**src/rtl/edge_event_pkg.sv**
```systemverilog
// Shared definitions for the multi-channel edge event monitor: edge-mode
// encodings and the helper that decides whether an edge pulse counts as an event.
package edge_event_pkg;

  localparam logic [1:0] MODE_OFF  = 2'b00;
  localparam logic [1:0] MODE_RISE = 2'b01;
  localparam logic [1:0] MODE_FALL = 2'b10;
  localparam logic [1:0] MODE_BOTH = 2'b11;

  function automatic logic edge_qualifies(input logic [1:0] mode,
                                          input logic       rise,
                                          input logic       fall);
    logic hit;
    case (mode)
      MODE_OFF:  hit = 1'b0;
      MODE_RISE: hit = rise;
      MODE_FALL: hit = fall;
      MODE_BOTH: hit = rise | fall;
      default:   hit = 1'b0;
    endcase
    return hit;
  endfunction

endpackage

```
**src/rtl/edge_event_monitor_if.sv**
```systemverilog
// Bundle of the per-channel input, control and status vectors of the edge event
// monitor; the master side drives inputs/controls, the slave side is the monitor.
interface edge_event_monitor_if #(
  parameter int CHANNELS  = 4,
  parameter int CNT_WIDTH = 8
);

  logic [CHANNELS-1:0]           signal_in;
  logic [2*CHANNELS-1:0]         mode;
  logic [CHANNELS-1:0]           clear;
  logic [CHANNELS-1:0]           level_out;
  logic [CHANNELS-1:0]           rising_edge;
  logic [CHANNELS-1:0]           falling_edge;
  logic [CHANNELS-1:0]           event_pending;
  logic [CHANNELS*CNT_WIDTH-1:0] event_count;

  modport master (
    output signal_in, mode, clear,
    input  level_out, rising_edge, falling_edge, event_pending, event_count
  );

  modport slave (
    input  signal_in, mode, clear,
    output level_out, rising_edge, falling_edge, event_pending, event_count
  );

endinterface

```
**src/rtl/edge_event_chan.sv**
```systemverilog
// One monitor channel: synchroniser, glitch filter, edge pulses, sticky pending
// flag and (when EDGE_EVENT_COUNT_EN is defined) a saturating event counter.
module edge_event_chan
  import edge_event_pkg::*;
#(
  parameter int SYNC_STAGES   = 2,
  parameter int FILTER_CYCLES = 3,
  parameter int CNT_WIDTH     = 8
) (
  input  logic                 clk,
  input  logic                 rst,
  input  logic                 signal_in,
  input  logic [1:0]           mode,
  input  logic                 clear,
  output logic                 level_out,
  output logic                 rising_edge,
  output logic                 falling_edge,
  output logic                 event_pending,
  output logic [CNT_WIDTH-1:0] event_count
);

  localparam int              FW          = $clog2(FILTER_CYCLES + 1);
  localparam logic [FW-1:0]   FILTER_DONE = FW'(FILTER_CYCLES);

  logic [SYNC_STAGES-1:0] sync_q;
  logic [FW-1:0]          filt_cnt;
  logic                   synced;
  logic                   accept;
  logic                   qualified;

  assign synced = sync_q[SYNC_STAGES-1];
  // Once FILTER_CYCLES differing samples have been counted, the toggle is
  // committed on the following edge regardless of the current synced value.
  assign accept    = (filt_cnt == FILTER_DONE);
  assign qualified = edge_qualifies(mode, accept & ~level_out, accept & level_out);

  // NOTE: all state here uses non-blocking assignments so every flop samples
  // pre-edge values; blocking assignments would collapse the sync chain.
  always_ff @(posedge clk) begin
    if (rst) begin
      sync_q        <= '0;
      filt_cnt      <= '0;
      level_out     <= 1'b0;
      rising_edge   <= 1'b0;
      falling_edge  <= 1'b0;
      event_pending <= 1'b0;
    end else begin
      sync_q       <= {sync_q[SYNC_STAGES-2:0], signal_in};
      rising_edge  <= accept & ~level_out;
      falling_edge <= accept & level_out;
      if (accept) begin
        level_out <= ~level_out;
        filt_cnt  <= '0;
      end else if (synced != level_out) begin
        filt_cnt <= filt_cnt + FW'(1);
      end else begin
        filt_cnt <= '0;
      end
      event_pending <= qualified | (event_pending & ~clear);
    end
  end

`ifdef EDGE_EVENT_COUNT_EN
  logic [CNT_WIDTH-1:0] cnt_q;

  always_ff @(posedge clk) begin
    if (rst) begin
      cnt_q <= '0;
    end else if (clear) begin
      cnt_q <= CNT_WIDTH'(qualified);
    end else if (qualified && (cnt_q != '1)) begin
      cnt_q <= cnt_q + CNT_WIDTH'(1);
    end
  end

  assign event_count = cnt_q;
`else
  assign event_count = '0;
`endif

endmodule

```
**src/rtl/edge_event_monitor.sv**
```systemverilog
// Multi-channel edge event monitor top: CHANNELS independent edge_event_chan
// instances. Event counters exist only when EDGE_EVENT_COUNT_EN is defined.
module edge_event_monitor #(
  parameter int CHANNELS      = 4,
  parameter int SYNC_STAGES   = 2,
  parameter int FILTER_CYCLES = 3,
  parameter int CNT_WIDTH     = 8
) (
  input  logic                 clk,
  input  logic                 rst,
  edge_event_monitor_if.slave  bus
);

  logic [CHANNELS-1:0]           level_v;
  logic [CHANNELS-1:0]           rise_v;
  logic [CHANNELS-1:0]           fall_v;
  logic [CHANNELS-1:0]           pend_v;
  logic [CHANNELS*CNT_WIDTH-1:0] count_v;

  for (genvar i = 0; i < CHANNELS; i++) begin : g_chan
    edge_event_chan #(
      .SYNC_STAGES  (SYNC_STAGES),
      .FILTER_CYCLES(FILTER_CYCLES),
      .CNT_WIDTH    (CNT_WIDTH)
    ) u_chan (
      .clk          (clk),
      .rst          (rst),
      .signal_in    (bus.signal_in[i]),
      .mode         (bus.mode[2*i +: 2]),
      .clear        (bus.clear[i]),
      .level_out    (level_v[i]),
      .rising_edge  (rise_v[i]),
      .falling_edge (fall_v[i]),
      .event_pending(pend_v[i]),
      .event_count  (count_v[i*CNT_WIDTH +: CNT_WIDTH])
    );
  end

  assign bus.level_out     = level_v;
  assign bus.rising_edge   = rise_v;
  assign bus.falling_edge  = fall_v;
  assign bus.event_pending = pend_v;
  assign bus.event_count   = count_v;

endmodule

```
**src/flat_wrapper.sv**
```systemverilog
// flat-port wrapper written by rule: the top's interface ports become plain ports
module edge_event_monitor_flat 
#(
  parameter int CHANNELS      = 4,
  parameter int SYNC_STAGES   = 2,
  parameter int FILTER_CYCLES = 3,
  parameter int CNT_WIDTH     = 8
)
  (clk, rst, bus_signal_in, bus_mode, bus_clear, bus_level_out, bus_rising_edge, bus_falling_edge, bus_event_pending, bus_event_count);
  edge_event_monitor_if #(.CHANNELS(CHANNELS), .CNT_WIDTH(CNT_WIDTH)) bus_i ();
  input  logic clk;
  input  logic rst;
  input wire logic [$bits(bus_i.signal_in)-1:0] bus_signal_in;
  input wire logic [$bits(bus_i.mode)-1:0] bus_mode;
  input wire logic [$bits(bus_i.clear)-1:0] bus_clear;
  output wire logic [$bits(bus_i.level_out)-1:0] bus_level_out;
  output wire logic [$bits(bus_i.rising_edge)-1:0] bus_rising_edge;
  output wire logic [$bits(bus_i.falling_edge)-1:0] bus_falling_edge;
  output wire logic [$bits(bus_i.event_pending)-1:0] bus_event_pending;
  output wire logic [$bits(bus_i.event_count)-1:0] bus_event_count;
  assign bus_i.signal_in = bus_signal_in;
  assign bus_i.mode = bus_mode;
  assign bus_i.clear = bus_clear;
  assign bus_level_out = bus_i.level_out;
  assign bus_rising_edge = bus_i.rising_edge;
  assign bus_falling_edge = bus_i.falling_edge;
  assign bus_event_pending = bus_i.event_pending;
  assign bus_event_count = bus_i.event_count;
  edge_event_monitor #(.CHANNELS(CHANNELS), .SYNC_STAGES(SYNC_STAGES), .FILTER_CYCLES(FILTER_CYCLES), .CNT_WIDTH(CNT_WIDTH)) u_core (.clk(clk), .rst(rst), .bus(bus_i));
endmodule
```
**config.mk**
```make
export PLATFORM = sky130hd
export DESIGN_NAME = edge_event_monitor_flat
export DESIGN_NICKNAME = d
export VERILOG_FILES = /design/src/rtl/edge_event_pkg.sv /design/src/rtl/edge_event_monitor_if.sv /design/src/rtl/edge_event_chan.sv /design/src/rtl/edge_event_monitor.sv /design/src/flat_wrapper.sv
export SDC_FILE = /design/constraint.sdc
export NUM_CORES = 1
export LEC_CHECK = 0
export ABC_AREA = 1
export CAP_MARGIN = 20
export CORE_MARGIN = 8
export CORE_UTILIZATION = 25
export DETAILED_ROUTE_END_ITERATION = 7
export PLACE_DENSITY = 0.51
export SLEW_MARGIN = 20
export SYNTH_ARGS = -nofsm -noshare
export SYNTH_HDL_FRONTEND = slang
export SYNTH_HIERARCHICAL = 1
export SYNTH_SLANG_ARGS = --single-unit
```
**constraint.sdc**
```tcl
create_clock -name clk -period 2.5 [get_ports clk]
set_input_delay 0.25 -clock clk [delete_from_list [all_inputs] [get_ports clk]]
set_output_delay 0.25 -clock clk [all_outputs]
set_load 0.01 [all_outputs]
```
==> results.json <==
{
  "timing.hold.ws_ps": 403.3,
  "hold_path_depth": 2,
  "ys_warn_count": 6,
  "numCtsBuffers": 5,
  "crit_family": "buffers and inverters",
  "crit_type": "reg2out",
  "power_frac_seq": 0.507,
  "n_fill_cell": 660,
  "grt_overflow": 0,
  "chipHeight_um": 93.76,
  "finalSetupViolations": 0,
  "vdd.ir_drop.worst_mv": 0.2968,
  "postLayoutCellArea_um2": 1904,
  "status": "finished clean",
  "area_growth_pct": 25.99,
  "cp.arrival_ps": 1230,
  "ys.flop_type": "dfxtp_1",
  "drc": 0,
  "synth_edf_count": 0,
  "drtPass1Iterations": 3,
  "p_int_mw": 0.8082,
  "seq_area_um2": 640.6,
  "synth_cell_types": 11,
  "dpl.cell_count": 305,
  "cts-resized-gates": 0,
  "seq_area_frac_synth": 0.4238,
  "numPortBuffers": 33,
  "drive_above_1_share": 0.05063,
  "cts_max_level": 2,
  "post_cts_buffers": 0,
  "top_usage_layer": "met2",
  "min_to": "u_core/g_chan[2].u_chan/sync_q[1]$_SDFF_PP0_",
  "finalCriticalPeriod_ps": 1482,
  "num_rows": 28,
  "drt-initial-drc-count": 24,
  "synthesis.area_um2": 1511,
  "grt_first_pass_wirelength_um": 4298,
  "diodes": 0,
  "fin_skew_ps": 3.590,
  "final_cells": 312,
  "wl_um": 2678,
  "clkTransAtPathRegs_ps": 60,
  "antenna_found_initial": 0,
  "tns_ps": 0,
  "fp.dieW_um": 93.76,
  "core_um2": 5886,
  "min_path_type": "reg2reg",
  "cp_num_buf_inv": 1,
  "dpl_cell_area_um2": 1808,
  "multi_input_area_um2": 600.6,
  "hold_viol_final": 0,
  "max_cap_viol_count": 0,
  "hold_start": "u_core/g_chan[2].u_chan/sync_q[0]$_SDFF_PP0_",
  "synth-seq-cells": 32,
  "fp.dieArea_um2": 8790,
  "power_frac_comb": 0.092,
  "synth.most_common_cell": "inv_1",
  "p_per_area_nw_per_um2": 545.6,
  "start_util": 0.2568,
  "cts_buffer_depth": 2,
  "synthCells": 200,
  "path_max_fanout": 5,
  "leakage_nw": 0.9090,
  "yosys-top-cells-count": "inv_1, buf_4, dfxtp_1, nand2_1, nor2_1",
  "yosysTopAreaCellShare": 0.4238,
  "grt_util_met1": 0.06414,
  "cts_tree": "done",
  "critPathLaunchType": "flop",
  "syn_avg_cell_area_um2": 7.557,
  "synth_area_leaders": "dfxtp_1, buf_4, inv_1",
  "yosys.area.top_type": "dfxtp_1",
  "ys_async_sr_fraction": 0,
  "postRouteAntennaNets": 0,
  "r2r_cells": 7,
  "place_congestion": 0.7235,
  "ctsRootBufferMaster": "clkbuf_8",
  "path_cells": "clkdlybuf4s50_1",
  "slew_viol_final": 0,
  "ctsHoldBuffers": 0,
  "fin_nets": 263,
  "clock_sinks": 32,
  "r2r_end": "u_core/g_chan[3].u_chan/event_pending$_SDFF_PP0_",
  "grt_setup_unrepaired": "false",
  "dpl.hpwl_um": 2062,
  "vias": 1095,
  "routed_via_density": 3.510,
  "cp.depth": 1,
  "cp.required_ps": 2250,
  "swShare": 0.2221,
  "grt_pass1_vias": 1004,
  "max_stage_delay_ps": 570,
  "clockPowerShare": 0.401,
  "fmaxAchievable_ghz": 0.6747,
  "ios": 66,
  "worstSetupEndpointType": "output pin",
  "grt_max_degree": 29,
  "fin_crit_sh": 0.5929,
  "total_power_mw": 1.039,
  "gr-usage-all-layers": 0.06107,
  "grt.met3_usage": 0.03277,
  "r2r_setup_slack_ps": 1430,
  "wire_per_inst_um": 8.583,
  "slowest_stage": "clkdlybuf4s50_1",
  "clk_latency_ps": 270,
  "grtUsageMet2": 0.09860,
  "switching_power_mw": 0.2308,
  "reg2reg_from": "u_core/g_chan[3].u_chan/filt_cnt[0]$_SDFF_PP0_"
}
[cells by family (layout without fill, tap and decap cells)]
kind of cell	Yosys count	after routing	synth area share
adder cells (fa/ha/maj)	8	8	0.06623
other	4	32	0.009931
AND/OR/NAND/NOR	76	76	0.2020
AO/OA/AOI/OAI	12	12	0.04967
flip-flops	32	32	0.4238
buffers and inverters	68	77	0.2483
[registers in the layout (all words and copies together) (netlist names)]
name,flops
u_core/g_chan.u_chan/level_out,4
u_core/g_chan.u_chan/rising_edge,4
u_core/g_chan.u_chan/filt_cnt,8
u_core/g_chan.u_chan/falling_edge,4
u_core/g_chan.u_chan/event_pending,4
u_core/g_chan.u_chan/sync_q,8
[placed cells by master, fill, tap and decap left out]
cell type	netlist	final
buf_4	32	1
nor2_1	32	32
a21oi_2	4	4
nand3_1	8	8
nand2_1	32	32
conb_1	4	32
clkbuf_8	0	7
clkdlybuf4s50_1	0	33
a21oi_1	8	8
inv_1	36	36
ha_1	8	8
or2_0	4	4
dfxtp_1	32	32
[layout make-up]
| class | instances | share of cell area |
|---|---|---|
| flip-flops and latches | 32 | 0.3364 |
| multi-input cells | 128 | 0.3154 |
| repair buffers | 34 | 0.1774 |
| inverters | 36 | 0.07096 |
| clock buffers | 7 | 0.05059 |
| well taps | 75 | 0.04928 |
[layer usage]
metal  wire [um]  part of all wire
met5           0                 0
met1        1143              0.43
met3         286              0.11
met2        1229              0.46
met4          19            0.0071
[power by group through the flow]
stage                     combinational (mW)  clock, mW  sequential (mW)
after floorplan                       0.0834          0            0.539
after global placement                0.0946          0            0.538
after detailed placement              0.0950          0            0.538
after CTS                             0.0953      0.441            0.526
after global routing                   0.109      0.462            0.528
final                                 0.0959      0.417            0.526
[stage by stage]
stage / utilization / setup WS [ps]
6_report: 0.3236 / 1018
4_1_cts: 0.3236 / 990.9
3_5_place_dp: 0.3072 / 1151
3_3_place_gp: 0.3072 / 1158
5_1_grt: 0.3236 / 939.1
2_1_floorplan: - / 1540
[worst max path at each step]
stage,endpoint,startpoint,slack [ps]
after floorplan,u_core/g_chan[0].u_chan/event_pending$_SDFF_PP0_,u_core/g_chan[0].u_chan/filt_cnt[0]$_SDFF_PP0_,1540
after detailed placement,u_core/g_chan[3].u_chan/filt_cnt[0]$_SDFF_PP0_,rst,1150
after CTS,bus_level_out[1],u_core/g_chan[1].u_chan/level_out$_SDFFE_PP0N_,990
after global placement,u_core/g_chan[1].u_chan/filt_cnt[0]$_SDFF_PP0_,rst,1160
after global routing,bus_level_out[1],u_core/g_chan[1].u_chan/level_out$_SDFFE_PP0N_,940
final,bus_level_out[3],u_core/g_chan[3].u_chan/level_out$_SDFFE_PP0N_,1020
(Power assumes the default switching activity.)
